`config.mk`:
```
export PLATFORM = sky130hd
export DESIGN_NAME = led_pulse_stretcher_flat
export DESIGN_NICKNAME = d
export VERILOG_FILES = /design/src/rtl/led_pulse_stretcher_pkg.sv /design/src/rtl/led_pulse_stretcher_if.sv /design/src/rtl/led_pulse_stretcher_channel.sv /design/src/rtl/led_pulse_stretcher.sv /design/src/flat_wrapper.sv
export SDC_FILE = /design/constraint.sdc
export NUM_CORES = 1
export LEC_CHECK = 0
export ABC_AREA = 0
export ABC_CLOCK_PERIOD_IN_PS = 1500
export BUFFER_PORTS_ARGS = -buffer_cell sky130_fd_sc_hd__buf_2
export CAP_MARGIN = 20
export CORE_MARGIN = 2
export CORE_UTILIZATION = 25
export CTS_CLUSTER_SIZE = 40
export DETAILED_ROUTE_END_ITERATION = 7
export PLACE_DENSITY = 0.42
export RECOVER_POWER = 50
export SYNTH_ARGS = -nofsm -noshare
export SYNTH_HDL_FRONTEND = slang
export SYNTH_SLANG_ARGS = --single-unit
```
`constraint.sdc`:
```
create_clock -name clk -period 1.5 [get_ports clk]
set_input_delay 0.375 -clock clk [delete_from_list [all_inputs] [get_ports clk]]
set_output_delay 0.375 -clock clk [all_outputs]
set_load 0.02 [all_outputs]
```
`src/rtl/led_pulse_stretcher_pkg.sv`:
```
// Shared types and sizing helpers for the LED pulse stretcher.
// Provides the per-channel state encoding and the width rule for the remaining-ticks counter.
package led_stretch_pkg;

  typedef enum logic [1:0] {
    ST_IDLE = 2'd0,
    ST_ON   = 2'd1,
    ST_GAP  = 2'd2
  } state_e;

  // Counter must hold the larger of the two reload values.
  function automatic int rem_width(input int hold_ticks, input int gap_ticks);
    int max_v;
    int w;
    max_v = (hold_ticks > gap_ticks) ? hold_ticks : gap_ticks;
    w     = $clog2(max_v + 1);
    return (w < 1) ? 1 : w;
  endfunction

endpackage

```
`src/rtl/led_pulse_stretcher_if.sv`:
```
// Event-in / LED-out bundle between core logic and the pulse stretcher.
// The slave side is the stretcher; the master side is the event source and the pin driver.
interface led_pulse_stretcher_if #(
  parameter int WIDTH = 1
) ();

  logic [WIDTH-1:0] in;
  logic [WIDTH-1:0] out;
  logic [WIDTH-1:0] busy;

  modport master (
    output in,
    input  out,
    input  busy
  );

  modport slave (
    input  in,
    output out,
    output busy
  );

endinterface

```
`src/rtl/led_pulse_stretcher_channel.sv`:
```
// One LED channel: hold on for HOLD_TICKS, force off for GAP_TICKS, and queue
// at most one further blink for events arriving while busy.
module led_stretch_channel
  import led_stretch_pkg::*;
#(
  parameter int HOLD_TICKS = 150,
  parameter int GAP_TICKS  = 50
) (
  input  logic clk,
  input  logic rst_n,
  input  logic tick_i,
  input  logic in_bit_i,
  output logic out_bit_o,
  output logic busy_bit_o
);

  localparam int RW = rem_width(HOLD_TICKS, GAP_TICKS);

  localparam logic [RW-1:0] HOLD_RELOAD = RW'(HOLD_TICKS);
  localparam logic [RW-1:0] GAP_RELOAD  = RW'(GAP_TICKS);
  localparam logic [RW-1:0] REM_ONE     = RW'(1);

  state_e        state_q;
  state_e        state_d;
  logic [RW-1:0] rem_q;
  logic [RW-1:0] rem_d;
  logic          pending_q;
  logic          pending_d;
  logic          out_q;
  logic          busy_q;

  // State, counter and queued-event registers.
  always_ff @(posedge clk or negedge rst_n) begin
    if (!rst_n) begin
      state_q   <= ST_IDLE;
      rem_q     <= '0;
      pending_q <= 1'b0;
    end else begin
      state_q   <= state_d;
      rem_q     <= rem_d;
      pending_q <= pending_d;
    end
  end

  // Next-state logic; every state leaves at rem==1 so rem never underflows.
  always_comb begin
    state_d   = state_q;
    rem_d     = rem_q;
    pending_d = pending_q;
    case (state_q)
      ST_IDLE: begin
        if (in_bit_i) begin
          state_d   = ST_ON;
          rem_d     = HOLD_RELOAD;
          pending_d = 1'b0;
        end else begin
          state_d   = ST_IDLE;
        end
      end
      ST_ON: begin
        pending_d = pending_q | in_bit_i;
        if (tick_i) begin
          if (rem_q == REM_ONE) begin
            state_d = ST_GAP;
            rem_d   = GAP_RELOAD;
          end else begin
            rem_d   = rem_q - REM_ONE;
          end
        end else begin
          rem_d = rem_q;
        end
      end
      ST_GAP: begin
        pending_d = pending_q | in_bit_i;
        if (tick_i) begin
          if (rem_q == REM_ONE) begin
            // An event on the exit cycle counts the same as a queued one.
            if (pending_q || in_bit_i) begin
              state_d   = ST_ON;
              rem_d     = HOLD_RELOAD;
              pending_d = 1'b0;
            end else begin
              state_d   = ST_IDLE;
              rem_d     = '0;
              pending_d = 1'b0;
            end
          end else begin
            rem_d = rem_q - REM_ONE;
          end
        end else begin
          rem_d = rem_q;
        end
      end
      default: begin
        state_d   = ST_IDLE;
        rem_d     = '0;
        pending_d = 1'b0;
      end
    endcase
  end

  // Pin drivers come straight from flops so they cannot glitch on state decode.
  always_ff @(posedge clk or negedge rst_n) begin
    if (!rst_n) begin
      out_q  <= 1'b0;
      busy_q <= 1'b0;
    end else begin
      out_q  <= (state_q == ST_ON);
      busy_q <= (state_q != ST_IDLE);
    end
  end

  assign out_bit_o  = out_q;
  assign busy_bit_o = busy_q;

endmodule

```
`src/rtl/led_pulse_stretcher.sv`:
```
// LED pulse stretcher top: one free-running prescaler shared by WIDTH
// independent stretcher channels.
module led_pulse_stretcher #(
  parameter int WIDTH        = 1,
  parameter int TICK_CNT_MAX = 25000,
  parameter int HOLD_TICKS   = 150,
  parameter int GAP_TICKS    = 50
) (
  input  logic                  clk,
  input  logic                  rst_n,
  led_pulse_stretcher_if.slave  bus_if
);

  localparam int TW = (TICK_CNT_MAX > 1) ? $clog2(TICK_CNT_MAX) : 1;

  localparam logic [TW-1:0] TICK_LAST = TW'(TICK_CNT_MAX - 1);
  localparam logic [TW-1:0] TICK_ONE  = TW'(1);

  logic [TW-1:0]    tick_cnt_q;
  logic [TW-1:0]    tick_cnt_d;
  logic             tick_s;
  logic [WIDTH-1:0] out_s;
  logic [WIDTH-1:0] busy_s;

  assign tick_s = (tick_cnt_q == TICK_LAST);

  // Prescaler next value; wraps on the tick cycle and ignores channel activity.
  always_comb begin
    tick_cnt_d = tick_cnt_q;
    if (tick_s) begin
      tick_cnt_d = '0;
    end else begin
      tick_cnt_d = tick_cnt_q + TICK_ONE;
    end
  end

  // Prescaler register.
  always_ff @(posedge clk or negedge rst_n) begin
    if (!rst_n) begin
      tick_cnt_q <= '0;
    end else begin
      tick_cnt_q <= tick_cnt_d;
    end
  end

  for (genvar g = 0; g < WIDTH; g++) begin : g_ch
    led_stretch_channel #(
      .HOLD_TICKS (HOLD_TICKS),
      .GAP_TICKS  (GAP_TICKS)
    ) u_ch (
      .clk        (clk),
      .rst_n      (rst_n),
      .tick_i     (tick_s),
      .in_bit_i   (bus_if.in[g]),
      .out_bit_o  (out_s[g]),
      .busy_bit_o (busy_s[g])
    );
  end

  assign bus_if.out  = out_s;
  assign bus_if.busy = busy_s;

endmodule

```
`src/flat_wrapper.sv`:
```
// flat-port wrapper written by rule: the top's interface ports become plain ports
module led_pulse_stretcher_flat 
#(
  parameter int WIDTH        = 1,
  parameter int TICK_CNT_MAX = 25000,
  parameter int HOLD_TICKS   = 150,
  parameter int GAP_TICKS    = 50
)
  (clk, rst_n, bus_if_in, bus_if_out, bus_if_busy);
  led_pulse_stretcher_if #(.WIDTH(WIDTH)) bus_if_i ();
  input  logic clk;
  input  logic rst_n;
  input wire logic [$bits(bus_if_i.in)-1:0] bus_if_in;
  output wire logic [$bits(bus_if_i.out)-1:0] bus_if_out;
  output wire logic [$bits(bus_if_i.busy)-1:0] bus_if_busy;
  assign bus_if_i.in = bus_if_in;
  assign bus_if_out = bus_if_i.out;
  assign bus_if_busy = bus_if_i.busy;
  led_pulse_stretcher #(.WIDTH(WIDTH), .TICK_CNT_MAX(TICK_CNT_MAX), .HOLD_TICKS(HOLD_TICKS), .GAP_TICKS(GAP_TICKS)) u_core (.clk(clk), .rst_n(rst_n), .bus_if(bus_if_i));
endmodule
```
---- After elaboration in Yosys (flattened, before gate mapping) ----
Index checks and enable logic that the tools add are counted.
word-level totals
  bits in registers ....................... 28
cells by class
  multiplexer cells ....................... 19
  equal/unequal tests ..................... 9
  add/subtract/negate cells ............... 2
  bitwise operators ....................... 1
  reductions and logical operators ........ 5
operators with widths
  cell                                                                    number
  8-bit 2-to-1 mux                                                        6
  8-bit one-hot mux with 3 select lines                                   1
  15-bit by 1-bit adder with 15-bit output (second input constant)        1
  15-bit equality test (second input constant)                            1
  15-bit 2-to-1 mux                                                       1
  2-bit inequality test (second input constant)                           5
  8-bit by 1-bit equality test with 1-bit output (second input constant)  1
  2-bit 2-to-1 mux                                                        4
  8-bit by 1-bit subtractor with 8-bit output (second input constant)     1
  2-bit one-hot mux with 3 select lines                                   1
  1-bit 2-to-1 mux                                                        5
  4-bit AND reduction                                                     1
  1-bit one-hot mux with 3 select lines                                   1
  3-bit AND reduction                                                     1
  2-bit by 1-bit equality test with 1-bit output (second input constant)  1
  2-bit equality test (second input constant)                             1
  2-bit zero test                                                         1
  2-bit nonzero test                                                      1
  1-bit logical OR                                                        1
  1-bit OR                                                                1

---- Longest topological paths before layout ----
  word-level depth ........................ 5
  gate-level depth with buffers ........... 8
  depth with buffers taken out ............ 7

---- Modules after synthesis ----
From an unflattened synthesis, not the netlist that was laid out.
second synthesis, totals
  cells, all modules ...................... 162
  area total of the unflattened synthesis .. 1641.6 sq um
by module, submodules not included
  module               cells an instance  area an instance (sq um)  instances
  led_stretch_channel  87                 857.1                     1
  led_pulse_stretcher  75                 784.5                     1

---- Worst setup path after synthesis ----
Ideal clock, no wire load.
  path type ............................... reg2reg
  start ................................... register u_core.g_ch[0].u_ch.state_q[1]
  end ..................................... register u_core.g_ch[0].u_ch.rem_q[0]
  stages on the path, launching flop included .. 8
  arrival time ............................ 1552 ps
  path slack .............................. -177 ps
  required time ........................... 1375 ps
  buffers on the path ..................... 1
  library setup time ...................... 125 ps
  cell sequence ........................... dfrtp_1 > inv_1 > ha_1 > buf_2 > nor2_1 > or3_4 > nor2_2 > mux2_4
between the ends
  word-level cells in the longest chain between the ends .. 3
  elaborated cells on any way between the ends .. 8
RTL lines
  item                                               line                               source
  start, declared                                    led_pulse_stretcher_channel.sv:23  state_e state_q;
  start signal, assigned                             led_pulse_stretcher_channel.sv:39  state_q <= state_d;
  2-bit equality test, or another cell as far along  led_pulse_stretcher_channel.sv:50  case (state_q)
  2-bit inequality test (no source line)             -
  3-bit AND reduction (no source line)               -
  end signal, assigned                               led_pulse_stretcher_channel.sv:40  rem_q <= rem_d;
  end, declared                                      led_pulse_stretcher_channel.sv:25  logic [RW-1:0] rem_q;
Several ways; a longest one is shown, not always the timed one.
A chain may end at the register's enable or synchronous reset.

---- Worst setup path after layout ----
  start ................................... register u_core.g_ch[0].u_ch.rem_q[1]
  end ..................................... register u_core.g_ch[0].u_ch.rem_q[0]
between the ends
  word-level cells in the longest chain between the ends .. 4
  elaborated cells on any way between the ends .. 6
RTL lines
  item                                                line
  8-bit by 1-bit equality test with 1-bit output (*)  led_pulse_stretcher_channel.sv:63, led_pulse_stretcher_channel.sv:76
  8-bit 2-to-1 mux, on equally long branches          led_pulse_stretcher_channel.sv:76, led_pulse_stretcher_channel.sv:63
  8-bit 2-to-1 mux, on equally long branches          led_pulse_stretcher_channel.sv:75, led_pulse_stretcher_channel.sv:62
  8-bit one-hot mux with 3 select lines (*)           led_pulse_stretcher_channel.sv:50
Mark *: on every way between the ends. The rest lies on a longest branch, timed or not. The select of a mux whose other input is x is not followed.

==> reports/results.tsv <==
metric	value	unit
outcome	complete, but fails checks	
failing checks	negative setup slack	
Worst EP arrival	1.81	ns
switch share	21.2	%
Final Hold Fails	0	
sequential share of power	59.9	%
synthesized flop and latch total	28	
largest incremental delay on the critical path	0.40	ns
worst path cell trace	inv_2 -> ha_4 -> nor4b_4 -> and2_4 -> or3_4 -> nor2_2 -> mux2_4	
final HPWL from detailed placement	2.85	mm
post-synth net total	173	
asr flop ratio synth	100	%
routed via count	1401	
Syn. warnings	0	
core area	6350	sq um
Fillers	610	
Iter 0 DRT Violations	49	
Final Non-Filler Cells	301	
crit path time final	1.64	ns
Req. time, crit path	1.67	ns
Peak VDD IR	0.000302	V
Pint	0.993	mW
Leak	1.05	nW
r2r setup slk	-0.14	ns
Slew Limit Fails	0	
Primary FF master, synth	dfrtp_1	
combinational power share	1.6	%
CTS Buf Count	3	
num rows	29	
maxcap violations	0	
initial antenna violation count	0	
Final period util	109	%
RSZ-0062 raised after global routing	yes	
gate count after technology mapping	163	
pre-CTS worst setup slack	-0.233	ns
hold_buf cts	0	
Multi-input gate area	1000	sq um
die area	7200	sq um
CP max stage cell	dfrtp_1	
H-tree Lvls	1	
clock power share	38.6	%
top-count cell post-synth	dfrtp_1	
Crit Path Class	reg -> reg	
Ports	5	
placed cells	292	
drt drc	0	
Worst Max-Slew Pin Slew	0.721	ns
net switching power	0.267	mW
Post-DRT Antenna Nets	0	
final WL	3.92	mm
max_slew headroom	52.0	%
clk sinks	28	
GP Congestion	0.798	
WL/cell	13.0	microns
Die Height	84.9	microns
fraction of layout cells with a size suffix above 1	47.3	%
final hold slack	0.211	ns
register area	703	sq um
CP max FO	5	
worst r2r src	u_core.g_ch[0].u_ch.rem_q[1]	
Clock Latency Late Sink	0.28	ns
Setup crit end kind	flop	
Fmax	611	MHz
Final Net Count	235	
Worst Setup SP	u_core.g_ch[0].u_ch.rem_q[1]	
largest net degree at the start of global routing	29	
R2R Path End	u_core.g_ch[0].u_ch.rem_q[0]	
Seq/Total Area, Yosys	42.8	%
clock skew	0.00580	ns
global route overflow	0	
mean post-synth cell area	10.0	sq um
setup ws final	-0.136	ns
dominant cell type by area after synthesis	dfrtp_1	
clk buf depth	2	
most frequent cells after synthesis	28 x dfrtp_1, 17 x nor2_1, 15 x nand2_1	
Synth-to-Final Area Change	43.9	%
Initial Util	25.8	%
worst hold-check path type	in -> async	
clk root buf	clkbuf_8	
area of the mapped netlist	1640	sq um
first-pass GRT wire length	6.62	mm
r2r worst-path depth	7	
Ant. Diodes	0	
CTS tree	done	
Reg clk slew, reported paths	0.10	ns
Tot GR Track Use	11.3	%
Die X	84.9	microns
vias in the first global route	1434	
final instance area	2350	sq um
drt via density	4.65	
Setup crit end	u_core.g_ch[0].u_ch.rem_q[0]	
# port buffers	4	
number of flops mapped to enable cells by yosys	0	
Synth area leaders	dfrtp_1 43%, ha_1 5.4%, xnor2_1 4.3%	
top cell type's share of synthesized area	42.8	%
post-synth cell types	50	
Setup-failing EPs final	12	
Placed Area	2150	sq um
drt pass-1 iters	4	
Worst Setup Start Kind	flop	
power per cell area	535	nW/um^2
cell type report:
class | count | share of cell area, %
Multi-Input combinational cell | 122 | 42.5
Sequential cell | 28 | 29.9
Timing Repair Buffer | 63 | 20.0
Tap cell | 77 | 4.09
Clock buffer | 4 | 2.34
Inverter | 7 | 1.12
kinds of logic after synthesis:
kind of cell    Yosys count  synth area share [%]
simple gates             65                  23.5
fa+ha+maj                 7                  5.36
flops                    28                  42.8
buf+inv                  13                  4.06
compound gates           35                  15.8
xor+xnor                 13                  6.96
mux                       2                  1.53
worst max-delay path: cells and delay by family, from the launching register on:
family	cells	cell delay, ns
muxes	1	0.25
buffers and inverters	1	0.08
adders and majority gates	1	0.14
and+or+nand+nor	4	0.65
DFF	1	0.40
sequential cells by signal, summed over array words and instances, names as in the netlist:
register                     flops
u_core.g_ch.u_ch.pending_q       1
u_core.g_ch.u_ch.state_q         2
u_core.g_ch.u_ch.busy_bit_o      1
u_core.g_ch.u_ch.out_bit_o       1
u_core.g_ch.u_ch.rem_q           8
u_core.tick_cnt_q               15
worst min-delay path by stage:
stage,endpoint,start
3_5_place_dp,u_core.g_ch[0].u_ch.rem_q[7],rst_n
3_3_place_gp,u_core.g_ch[0].u_ch.rem_q[7],rst_n
5_1_grt,u_core.g_ch[0].u_ch.rem_q[7],rst_n
6_report,u_core.g_ch[0].u_ch.rem_q[7],rst_n
4_1_cts,u_core.g_ch[0].u_ch.rem_q[7],rst_n
2_1_floorplan,u_core.g_ch[0].u_ch.busy_bit_o,rst_n
cells in the final DEF (no fill, tap or decap), types with 2 or more instances in the layout:
cell | Yosys | layout
buf_4 | 0 | 55
dfrtp_1 | 28 | 26
nand2_1 | 15 | 15
nor2_1 | 17 | 14
xnor2_1 | 8 | 7
o21ai_1 | 0 | 6
inv_1 | 7 | 5
nand3_1 | 5 | 5
xor2_1 | 5 | 5
a21oi_2 | 0 | 4
clkbuf_8 | 0 | 4
buf_2 | 2 | 4
nand4_1 | 3 | 3
nor3_1 | 4 | 3
o21ai_0 | 9 | 3
a311oi_1 | 3 | 3
a21oi_1 | 7 | 3
ha_2 | 0 | 3
ha_4 | 0 | 3
buf_6 | 2 | 3
inv_2 | 0 | 2
and3_4 | 1 | 2
nor2_4 | 0 | 2
nor2b_1 | 2 | 2
nand2b_1 | 2 | 2
nor2_2 | 1 | 2
o31ai_2 | 2 | 2
dfrtp_2 | 0 | 2
routing by layer:
layer | wire [microns] | vias up | GRT usage [%]
li1 | - | 699 | -
met1 | 1790 | 690 | 14.3
met2 | 2030 | 8 | 20.1
met3 | 57 | 4 | 1.75
met4 | 39 | 0 | 3.17
met5 | 0 | - | 0
through the flow:
step / TNS (ns) / utilization [%] / total power, mW
floorplan: -0.350 / - / 0.770
global route: -2.00 / 37.1 / 1.31
detailed placement: -1.30 / 33.9 / 0.792
global placement: -1.16 / 33.9 / 0.792
CTS: -0.923 / 35.7 / 1.28
finish: -0.926 / 37.1 / 1.26
timing repair:
item | 4_1_cts | 5_1_grt
setup buffers | 1 | 4
pin swaps | 8 | 11
resized for setup | 15 | 17
setup endpoints to repair | 13 | 15
power by group through the flow:
| stage | registers, mW | logic [mW] | clock network [mW] |
|---|---|---|---|
| floorplan | 0.769 | 0.000493 | 0 |
| global placement | 0.769 | 0.0226 | 0 |
| detailed placement | 0.769 | 0.0230 | 0 |
| CTS | 0.754 | 0.0231 | 0.504 |
| global route | 0.754 | 0.0245 | 0.533 |
| finish | 0.754 | 0.0199 | 0.486 |
Note: power is estimated with default switching activity, not from simulation.
